`config.mk`:
```
export PLATFORM = sky130hd
export DESIGN_NAME = router_mesh_param
export DESIGN_NICKNAME = d
export VERILOG_FILES = /design/src/rtl/router_mesh_param.sv
export SDC_FILE = /design/constraint.sdc
export NUM_CORES = 1
export LEC_CHECK = 0
export ABC_AREA = 1
export CORE_ASPECT_RATIO = 0.7
export CORE_MARGIN = 10
export CORE_UTILIZATION = 59
export DETAILED_ROUTE_END_ITERATION = 10
export GPL_TIMING_DRIVEN = 0
export PLACE_DENSITY = 0.82
export RECOVER_POWER = 100
export SYNTH_ARGS = -nofsm -noshare
export SYNTH_HDL_FRONTEND = slang
export SYNTH_SLANG_ARGS = --single-unit
```
`constraint.sdc`:
```
create_clock -name clk -period 6.5 [get_ports clk]
set_input_delay 0.65 -clock clk [delete_from_list [all_inputs] [get_ports clk]]
set_output_delay 0.65 -clock clk [all_outputs]
set_load 0.05 [all_outputs]
```
`src/rtl/router_mesh_param.sv`:
```
// router_mesh_param: 5-port XY mesh router, per-input FIFOs, round-robin outputs.
// Define ROUTER_STATS_EN to add saturating per-output forward counters.
module router_mesh_param #(
  parameter int DATA_WIDTH = 16,
  parameter int MESH_X     = 4,
  parameter int MESH_Y     = 2,
  parameter int ROUTER_X   = 0,
  parameter int ROUTER_Y   = 0,
  parameter int FIFO_DEPTH = 4
) (
  input  logic                    clk,
  input  logic                    rst_n,
  input  logic [5*DATA_WIDTH-1:0] in_data,
  input  logic [4:0]              in_valid,
  output logic [4:0]              in_full_out,
  output logic [5*DATA_WIDTH-1:0] out_data,
  output logic [4:0]              out_valid,
  input  logic [4:0]              out_full_in
`ifdef ROUTER_STATS_EN
  ,
  output logic [5*16-1:0]         stat_fwd_cnt
`endif
);
  localparam int DW = DATA_WIDTH;
  localparam int AX = $clog2(MESH_X);
  localparam int AW = $clog2(FIFO_DEPTH);
  localparam logic [DW-1:0] RX = DW'(ROUTER_X);
  localparam logic [DW-1:0] RY = DW'(ROUTER_Y);
  localparam logic [DW-1:0] MX = DW'(MESH_X);
  localparam logic [DW-1:0] MY = DW'(MESH_Y);
  localparam logic [AW:0] DEPTH = (AW+1)'(FIFO_DEPTH);
  localparam logic [AW:0] FULL_TH = (AW+1)'(FIFO_DEPTH - 1);
  localparam logic [AW:0] ONE_C = (AW+1)'(1);
  localparam logic [AW-1:0] ONE_P = AW'(1);
  localparam logic [4:0] PRESENT = {
    ROUTER_Y != 0, ROUTER_Y != MESH_Y - 1,
    ROUTER_X != 0, ROUTER_X != MESH_X - 1, 1'b1};

  logic [4:0][DW-1:0] w_in;
  logic [4:0][DW-1:0] w_head;
  logic [DW-1:0]      w_dx [5];
  logic [DW-1:0]      w_dy [5];
  logic [DW-1:0]      r_mem [5][FIFO_DEPTH];
  logic [AW-1:0]      r_rd [5];
  logic [AW-1:0]      r_wr [5];
  logic [AW:0]        r_cnt [5];
  logic [2:0]         r_rr [5];
  logic [4:0]         w_req [5];
  logic [2:0]         w_gidx [5];
  logic [2:0]         w_rr_nxt [5];
  logic [4:0]         w_empty;
  logic [4:0]         w_drop;
  logic [4:0]         w_pop;
  logic [4:0]         w_wr;
  logic [4:0]         w_gv;
  logic [4:0][DW-1:0] r_odata;
  logic [4:0]         r_ovalid;

  assign w_in      = in_data;
  assign out_data  = r_odata;
  assign out_valid = r_ovalid;

  // Upper flit bits above the x field form dst_y, so stray high bits
  // mark the flit as out-of-mesh.
  always_comb begin
    for (int p = 0; p < 5; p++) begin
      w_head[p]  = r_mem[p][r_rd[p]];
      w_empty[p] = (r_cnt[p] == '0);
      w_dx[p]    = DW'(w_head[p][AX-1:0]);
      w_dy[p]    = w_head[p] >> AX;
      w_drop[p]  = 1'b0;
      w_req[p]   = '0;
      if (!w_empty[p]) begin
        if (w_dx[p] >= MX || w_dy[p] >= MY) w_drop[p] = 1'b1;
        else if (w_dx[p] > RX) w_req[p][1] = 1'b1;
        else if (w_dx[p] < RX) w_req[p][2] = 1'b1;
        else if (w_dy[p] > RY) w_req[p][3] = 1'b1;
        else if (w_dy[p] < RY) w_req[p][4] = 1'b1;
        else w_req[p][0] = 1'b1;
      end
    end
  end

  always_comb begin : arb
    logic [2:0] idx;
    for (int o = 0; o < 5; o++) begin
      w_gv[o]     = 1'b0;
      w_gidx[o]   = '0;
      w_rr_nxt[o] = r_rr[o];
      for (int k = 0; k < 5; k++) begin
        idx = 3'((32'(r_rr[o]) + k) % 5);
        if (!w_gv[o] && !out_full_in[o] && w_req[idx][o]) begin
          w_gv[o]     = 1'b1;
          w_gidx[o]   = idx;
          w_rr_nxt[o] = (idx == 3'd4) ? 3'd0 : idx + 3'd1;
        end
      end
    end
  end

  always_comb begin
    w_pop = w_drop;
    for (int o = 0; o < 5; o++)
      if (w_gv[o]) w_pop[w_gidx[o]] = 1'b1;
  end

  always_comb begin
    for (int p = 0; p < 5; p++) begin
      w_wr[p] = PRESENT[p] && in_valid[p] &&
                (r_cnt[p] != DEPTH || w_pop[p]);
      in_full_out[p] = PRESENT[p] && (r_cnt[p] >= FULL_TH);
    end
  end

  always_ff @(posedge clk or negedge rst_n) begin
    if (!rst_n) begin
      for (int p = 0; p < 5; p++) begin
        r_rd[p]  <= '0;
        r_wr[p]  <= '0;
        r_cnt[p] <= '0;
        for (int e = 0; e < FIFO_DEPTH; e++) r_mem[p][e] <= '0;
      end
    end else begin
      for (int p = 0; p < 5; p++) begin
        if (w_wr[p]) begin
          r_mem[p][r_wr[p]] <= w_in[p];
          r_wr[p] <= r_wr[p] + ONE_P;
        end
        if (w_pop[p]) r_rd[p] <= r_rd[p] + ONE_P;
        if (w_wr[p] && !w_pop[p]) r_cnt[p] <= r_cnt[p] + ONE_C;
        else if (!w_wr[p] && w_pop[p]) r_cnt[p] <= r_cnt[p] - ONE_C;
      end
    end
  end

  always_ff @(posedge clk or negedge rst_n) begin
    if (!rst_n) begin
      r_ovalid <= '0;
      r_odata  <= '0;
      for (int o = 0; o < 5; o++) r_rr[o] <= '0;
    end else begin
      for (int o = 0; o < 5; o++) begin
        r_ovalid[o] <= w_gv[o];
        if (w_gv[o]) r_odata[o] <= w_head[w_gidx[o]];
        r_rr[o] <= w_rr_nxt[o];
      end
    end
  end

`ifdef ROUTER_STATS_EN
  logic [4:0][15:0] r_stat;

  assign stat_fwd_cnt = r_stat;

  always_ff @(posedge clk or negedge rst_n) begin
    if (!rst_n) begin
      r_stat <= '0;
    end else begin
      for (int o = 0; o < 5; o++)
        if (w_gv[o] && r_stat[o] != 16'hFFFF)
          r_stat[o] <= r_stat[o] + 16'd1;
    end
  end
`endif

endmodule

```
==> out/qor.yml, run 1 <==
synth:
  yosysSeqAreaShare_pct: 37.7
  synth-edff-count: 0
  postSynthCellCount: 2508
  yosysWarnings: 0
  syn-mean-instance-area_sq_um: 7.38
  synth-seq-cells: 279
  netlist_area_sq_um: 18500
  synth_cell_types: 61
  async_flop_share_pct: 100
  ys.flop_type: "dfrtp_1"
timing:
  fin_crit_sh_pct: 93.0
  fmax_mhz: 165
  hold_ws_ns: 0.469
  min_period_ns: 6.05
  maxSlewViolCount: 59
  slew_headroom_pct: -121
  setup_viol: 0
  finalHoldViolCount: 0
  worst_slew_pin_slew_ns: 3.32
  finClkSkew_ns: 0.0173
die:
  fp-row-count: 54
  die-area_sq_um: 39000
  die_h_microns: 168
  num_io_pins: 182
  core-area_sq_um: 31000
  die_x_microns: 232
  start_util_pct: 59.7
clock_tree:
  path_clk_slew_ns: 0.06
  root_buffer: "clkbuf_16"
  cts-buffers-inserted: 29
  clock_path_buffers: 3
  tritoncts: "built"
  clock_sinks: 279
  htreeDepth: 1
  insertion_delay_ns: 0.59
grt:
  grt_max_degree: 115
  grt_pass1_vias: 16700
  grt_pass1_wl_microns: 83500
  overflow: 0
  grtUsageTotal_pct: 25.5
  antenna_found_initial: 0
worst_setup_path:
  critPathKind: "reg2reg"
  endpoint_kind: "flop"
  path_common_cell: "nand2_1"
  path_max_fanout: 10
  cp-start-kind: "flop"
  cp_slowest_cell: "ha_2"
  crit_required_ns: 6.96
  worstPathArrival_ns: 6.51
  slowest_delay_ns: 0.45
status:
  outcome: "complete, but fails checks"
  violations: "max-capacitance violations, max-slew violations"
layout:
  synthToLayoutAreaGrowth_pct: 15.2
  fillers: 2584
  layout_common_cells: "nand2_1 (902), dfrtp_1 (276), nand4_1 (219), inv_1 (218), nand3_1 (164)"
  drive_gt1_share_pct: 9.92
  layout_commonest_cell: "nand2_1"
  fin_cells: 3132
  antenna_cells: 0
  final_nets: 2892
drt:
  post-route-drc-count: 0
  first_pass_iters: 6
  wl_microns: 50800
  vias: 17700
  ant_nets: 0
  drtIter0Drc: 1984
  via_per_inst: 5.65
  drt-wirelength-per-cell_microns: 16.2
placement:
  detailedPlacementHpwl_microns: 38100
  place.gp.congestion: 0.969
  numPortBuffers: 108
  placed_cells: 3073
min_path:
  hold_path.class: "reg2reg"
job:
  cap_violations: 1
[synth_stat cells, types with 3 or more instances]
| library cell | n | area share (%) |
|---|---|---|
| buf_1 | 10 | 0.20 |
| nand4_1 | 219 | 7.4 |
| inv_1 | 220 | 4.5 |
| nor2_4 | 8 | 0.49 |
| nor2_2 | 10 | 0.34 |
| xnor2_1 | 7 | 0.33 |
| nand3_4 | 7 | 0.66 |
| dfrtp_1 | 279 | 38 |
| o21ai_0 | 80 | 2.2 |
| ha_1 | 108 | 7.3 |
| a21oi_2 | 3 | 0.14 |
| nand3_1 | 166 | 4.5 |
| mux2_2 | 3 | 0.18 |
| nor3_1 | 12 | 0.32 |
| nand2_1 | 903 | 18 |
| nor2_1 | 126 | 2.6 |
| nand3_2 | 18 | 0.97 |
| fa_1 | 3 | 0.32 |
| o22a_1 | 4 | 0.19 |
| buf_4 | 55 | 2.2 |
| xor2_1 | 27 | 1.3 |
| or2_2 | 3 | 0.10 |
| nor4_1 | 3 | 0.10 |
| o211ai_1 | 10 | 0.41 |
| buf_2 | 32 | 0.87 |
| a21oi_1 | 32 | 0.87 |
| nand2_2 | 14 | 0.47 |
| a31oi_1 | 5 | 0.17 |
| o21ai_1 | 15 | 0.41 |
| o22ai_1 | 4 | 0.14 |
| clkinv_1 | 8 | 0.16 |
| buf_6 | 14 | 0.85 |
| clkinv_2 | 3 | 0.081 |
| inv_2 | 15 | 0.30 |
| o21a_1 | 6 | 0.24 |
| nand3b_1 | 5 | 0.20 |
| clkbuf_1 | 40 | 0.81 |
[metrics by stage]
step | worst slack [ns] | utilization, % | TNS (ns) | cell area [sq um]
2_1_floorplan | 1.08 | - | 0 | 18600
3_3_place_gp | -7.26 | 65.3 | -2008.44 | 20200
3_5_place_dp | -0.281 | 65.5 | -0.645 | 20300
4_1_cts | 0.116 | 68.6 | 0 | 21300
5_1_grt | -0.0287 | 68.7 | -0.0389 | 21300
6_report | 0.452 | 68.7 | 0 | 21300
[cell families (layout without fill, tap and decap cells)]
| logic type | after synthesis | in the layout | share of synthesized area [%] |
|---|---|---|---|
| AOI/OAI and AO/OA | 175 | 175 | 5.48 |
| buffers and inverters | 399 | 568 | 10.1 |
| adders and majority gates | 111 | 111 | 7.63 |
| DFF | 279 | 279 | 37.7 |
| other | 1 | 36 | 0.0203 |
| xor gates and xnor gates | 37 | 37 | 1.87 |
| and+or+nand+nor | 1501 | 1501 | 36.9 |
| muxes | 5 | 5 | 0.291 |
[cell type report]
cell class                      instances  area, sq um  share of cell area, %
Multi-Input combinational cell       1865         9820                   46.1
Sequential cell                       279         6990                   32.8
Timing Repair Buffer                  115         1150                   5.39
Buffer                                153          943                   4.43
Inverter                              246          941                   4.41
Clock buffer                           42          855                   4.01
Tap cell                              420          526                   2.47
Clock inverter                         12         93.8                  0.440
[worst max-delay path: cells and delay by family (launching register included)]
family | cells | cell delay, ns
xor+xnor | 2 | 0.37
flops | 1 | 0.43
buf+inv | 9 | 1.27
compound gates | 3 | 0.42
fa+ha+maj | 5 | 1.47
simple gates | 20 | 1.94
[layer usage]
| layer | up-vias | track usage [%] | wire length [microns] |
|---|---|---|---|
| met1 | 8349 | 36.4 | 22400 |
| met3 | 84 | 4.38 | 4670 |
| met4 | 0 | 5.84 | 991 |
| li1 | 8499 | - | - |
| met2 | 777 | 39.7 | 22700 |
| met5 | - | 0 | 0 |
[repair_timing]
item                                    4_1_cts  5_1_grt
hold endpoints to repair                      1        0
pin swaps                                     0        1
gates resized for setup                       2       20
setup buffers                                 0        4
endpoints found under the setup margin        4        6
hold buffers                                  1        0
[flip-flops by register name, summed over array words and instances, names as in the netlist]
name and cells:
out_data 48, out_valid 3, r_cnt 15, r_mem 192
r_rd 6, r_rr 9, r_wr 6
[path summary, 6_finish.rpt]
kind / from / endpoint / slack, ns / cells past startpoint
worst min register to register: out_data[50] / out_data[50] / 0.47 / 1
max in group asynchronous: rst_n / r_mem[310] / 1.57 / 4
min in group asynchronous: rst_n / r_mem[72] / 1.72 / 2
worst max-delay path: r_rr[9] / r_cnt[14] / 0.45 / 39
worst min-delay path: out_data[50] / out_data[50] / 0.47 / 1
worst max register to register: r_rr[9] / r_cnt[14] / 0.45 / 39
Power of run 1 is left out: the tool's default activity adds up to more than one toggle a clock period on the data nets, which glitch-free logic cannot reach.
==> run 2, diff against run 1 <==
Settings changed: CORE_UTILIZATION 59 to 65, DONT_BUFFER_PORTS set to 1, PLACE_DENSITY 0.82 to 0.81.
==> run 2 against run 1 <==
Against the previous run:
- the run ends with negative hold slack, max-capacitance violations, max-slew violations left
- design area fell by 6.2%
- worst setup slack improved by 0.11 ns
- global-route usage rose by 1.6 points
- core utilization rose by 2.8 points
- non-clock buffer count fell by 113
- critical path depth fell by 6
- register-to-register slack improved by 0.11 ns
- cell count fell by 5.2%
- first-iteration DRC count rose by 6.0%
- count of clock-buffer cells in the layout rose by 3
==> out/qor.yml, run 2 (synthesis results as in run 1) <==
status:
  outcome: "complete, but fails checks"
  violations: "negative hold slack, max-capacitance violations, max-slew violations"
clock_tree:
  cts-buffers-inserted: 28  # -3.4%
  insertion_delay_ns: 0.60  # about the same
  clock_sinks: 279  # unchanged
  htreeDepth: 1  # unchanged
  root_buffer: "clkbuf_16"
  tritoncts: "built"
  path_clk_slew_ns: 0.07  # about the same
  clock_path_buffers: 3  # unchanged
timing:
  fmax_mhz: 168  # +1.9%
  finClkSkew_ns: 0.0386  # +0.0212 ns
  maxSlewViolCount: 1  # -98%
  hold_ws_ns: -0.224  # -0.693 ns
  rsz0062_at_grt: "no"
  setup_viol: 0  # unchanged
  slew_headroom_pct: -15.6  # +110 points
  finalHoldViolCount: 279  # +279
  worst_slew_pin_slew_ns: 1.72  # -1.60 ns
  fin_crit_sh_pct: 91.3  # -1.7 points
  min_period_ns: 5.94  # -0.110 ns
grt:
  grt_max_degree: 280  # +140%
  grt_pass1_vias: 16100  # -3.8%
  overflow: 0  # unchanged
  antenna_found_initial: 0  # unchanged
  grtUsageTotal_pct: 27.1  # +1.6 points
  grt_pass1_wl_microns: 82200  # -1.6%
worst_setup_path:
  slowest_delay_ns: 0.52  # +0.07 ns
  cp-start-kind: "flop"
  crit_required_ns: 6.98  # +0.02 ns
  worstPathArrival_ns: 6.42  # -0.09 ns
  critPathKind: "reg2reg"
  path_common_cell: "nand2_1"
  path_max_fanout: 13  # +3
  crit_family: "simple AND/OR/NAND/NOR gates"
  cp_slowest_cell: "dfrtp_2"
  crit_cells: 33  # -15%
  crit_start: "r_rr[3]"
  r2r-start: "r_rr[3]"
  r2r_cells: 33  # -15%
  cp_num_buf_inv: 9  # unchanged
  endpoint_kind: "flop"
placement:
  detailedPlacementHpwl_microns: 36800  # -3.3%
  numPortBuffers: 0  # -100%
  place.gp.congestion: 0.963  # -0.60%
layout:
  final_nets: 2778  # -3.9%
  largest_reg_flops: 192  # unchanged
  layout_common_cells: "nand2_1 (902), dfrtp_1 (276), inv_1 (219), nand4_1 (219), nand3_1 (170)"
  layout_commonest_cell: "nand2_1"
  largest_register: "r_mem"
  multi_input_area_sq_um: 9810  # about the same
  synthToLayoutAreaGrowth_pct: 8.05
  fillers: 2356  # -8.8%
  regArea_sq_um: 6990  # unchanged
  antenna_cells: 0  # unchanged
  final_core_util_pct: 71.5  # +2.8 points
  drive_gt1_share_pct: 8.82  # -1.1 points
drt:
  wl_microns: 50300  # -0.88%
  first_pass_iters: 5  # -1
  via_per_inst: 5.85  # +3.5%
  drtIter0Drc: 2104  # +6.0%
  vias: 17400  # -2.0%
  drt-wirelength-per-cell_microns: 17.0  # +4.6%
  post-route-drc-count: 0  # unchanged
  ant_nets: 0  # unchanged
die:
  core-area_sq_um: 27900  # -9.9%
  start_util_pct: 66.2  # +6.5 points
  die_h_microns: 161  # -4.2%
  die-area_sq_um: 35700  # -8.3%
  fp-row-count: 51  # -5.6%
  die_x_microns: 222  # -4.3%
  num_io_pins: 182  # unchanged
min_path:
  hold_path.class: "in2async"
job:
  cap_violations: 1  # unchanged
-- run 2: layer usage --
metal | up-vias | GRT usage, % | part of all wire [%]
li1 | 8250 | - | -
met1 | 8233 | 38.2 | 43
met2 | 799 | 41.7 | 45
met3 | 80 | 5.77 | 11
met4 | 0 | 6.44 | 2.0
met5 | - | 0 | 0
-- run 2: layout make-up --
class | instances | share of cell area, %
Multi-Input combinational cell | 1865 | 49.1
Sequential cell | 279 | 34.9
Inverter | 246 | 4.72
Buffer | 153 | 4.24
Clock buffer | 45 | 4.17
Tap cell | 371 | 2.32
Clock inverter | 7 | 0.444
Timing Repair Buffer | 2 | 0.0751
-- run 2: worst paths after layout --
kind / endpoint / slack (ns)
hold reg to reg: r_mem[109] / 0.47
max in group asynchronous: r_rr[12] / 6.05
hold / removal: r_mem[310] / -0.22
min in group clk: r_mem[192] / 0.20
setup reg to reg: r_cnt[10] / 0.56
setup / recovery: r_cnt[10] / 0.56
-- run 2: what timing repair did --
action | CTS | global route
gates resized for setup | 2 | 25
endpoints found under the hold margin | 279 | 279
buffers inserted | 0 | 2
setup endpoints to repair | 5 | 7
pin swaps | 0 | 1
-- run 2: per-stage QoR --
stage	TNS (ns)	hold slack [ns]	setup WS [ns]	std cells	area, sq um
6_report	0	-0.224	0.562	2968	20000
5_1_grt	0	-0.252	0.0227	2968	20000
2_1_floorplan	0	0.354	1.08	2543	18600
4_1_cts	0	-0.249	0.142	2966	20000
3_3_place_gp	-0.151	0.365	-0.115	2914	19100
3_5_place_dp	-0.928	0.365	-0.319	2914	19100
Power of run 2 is left out for the same reason.
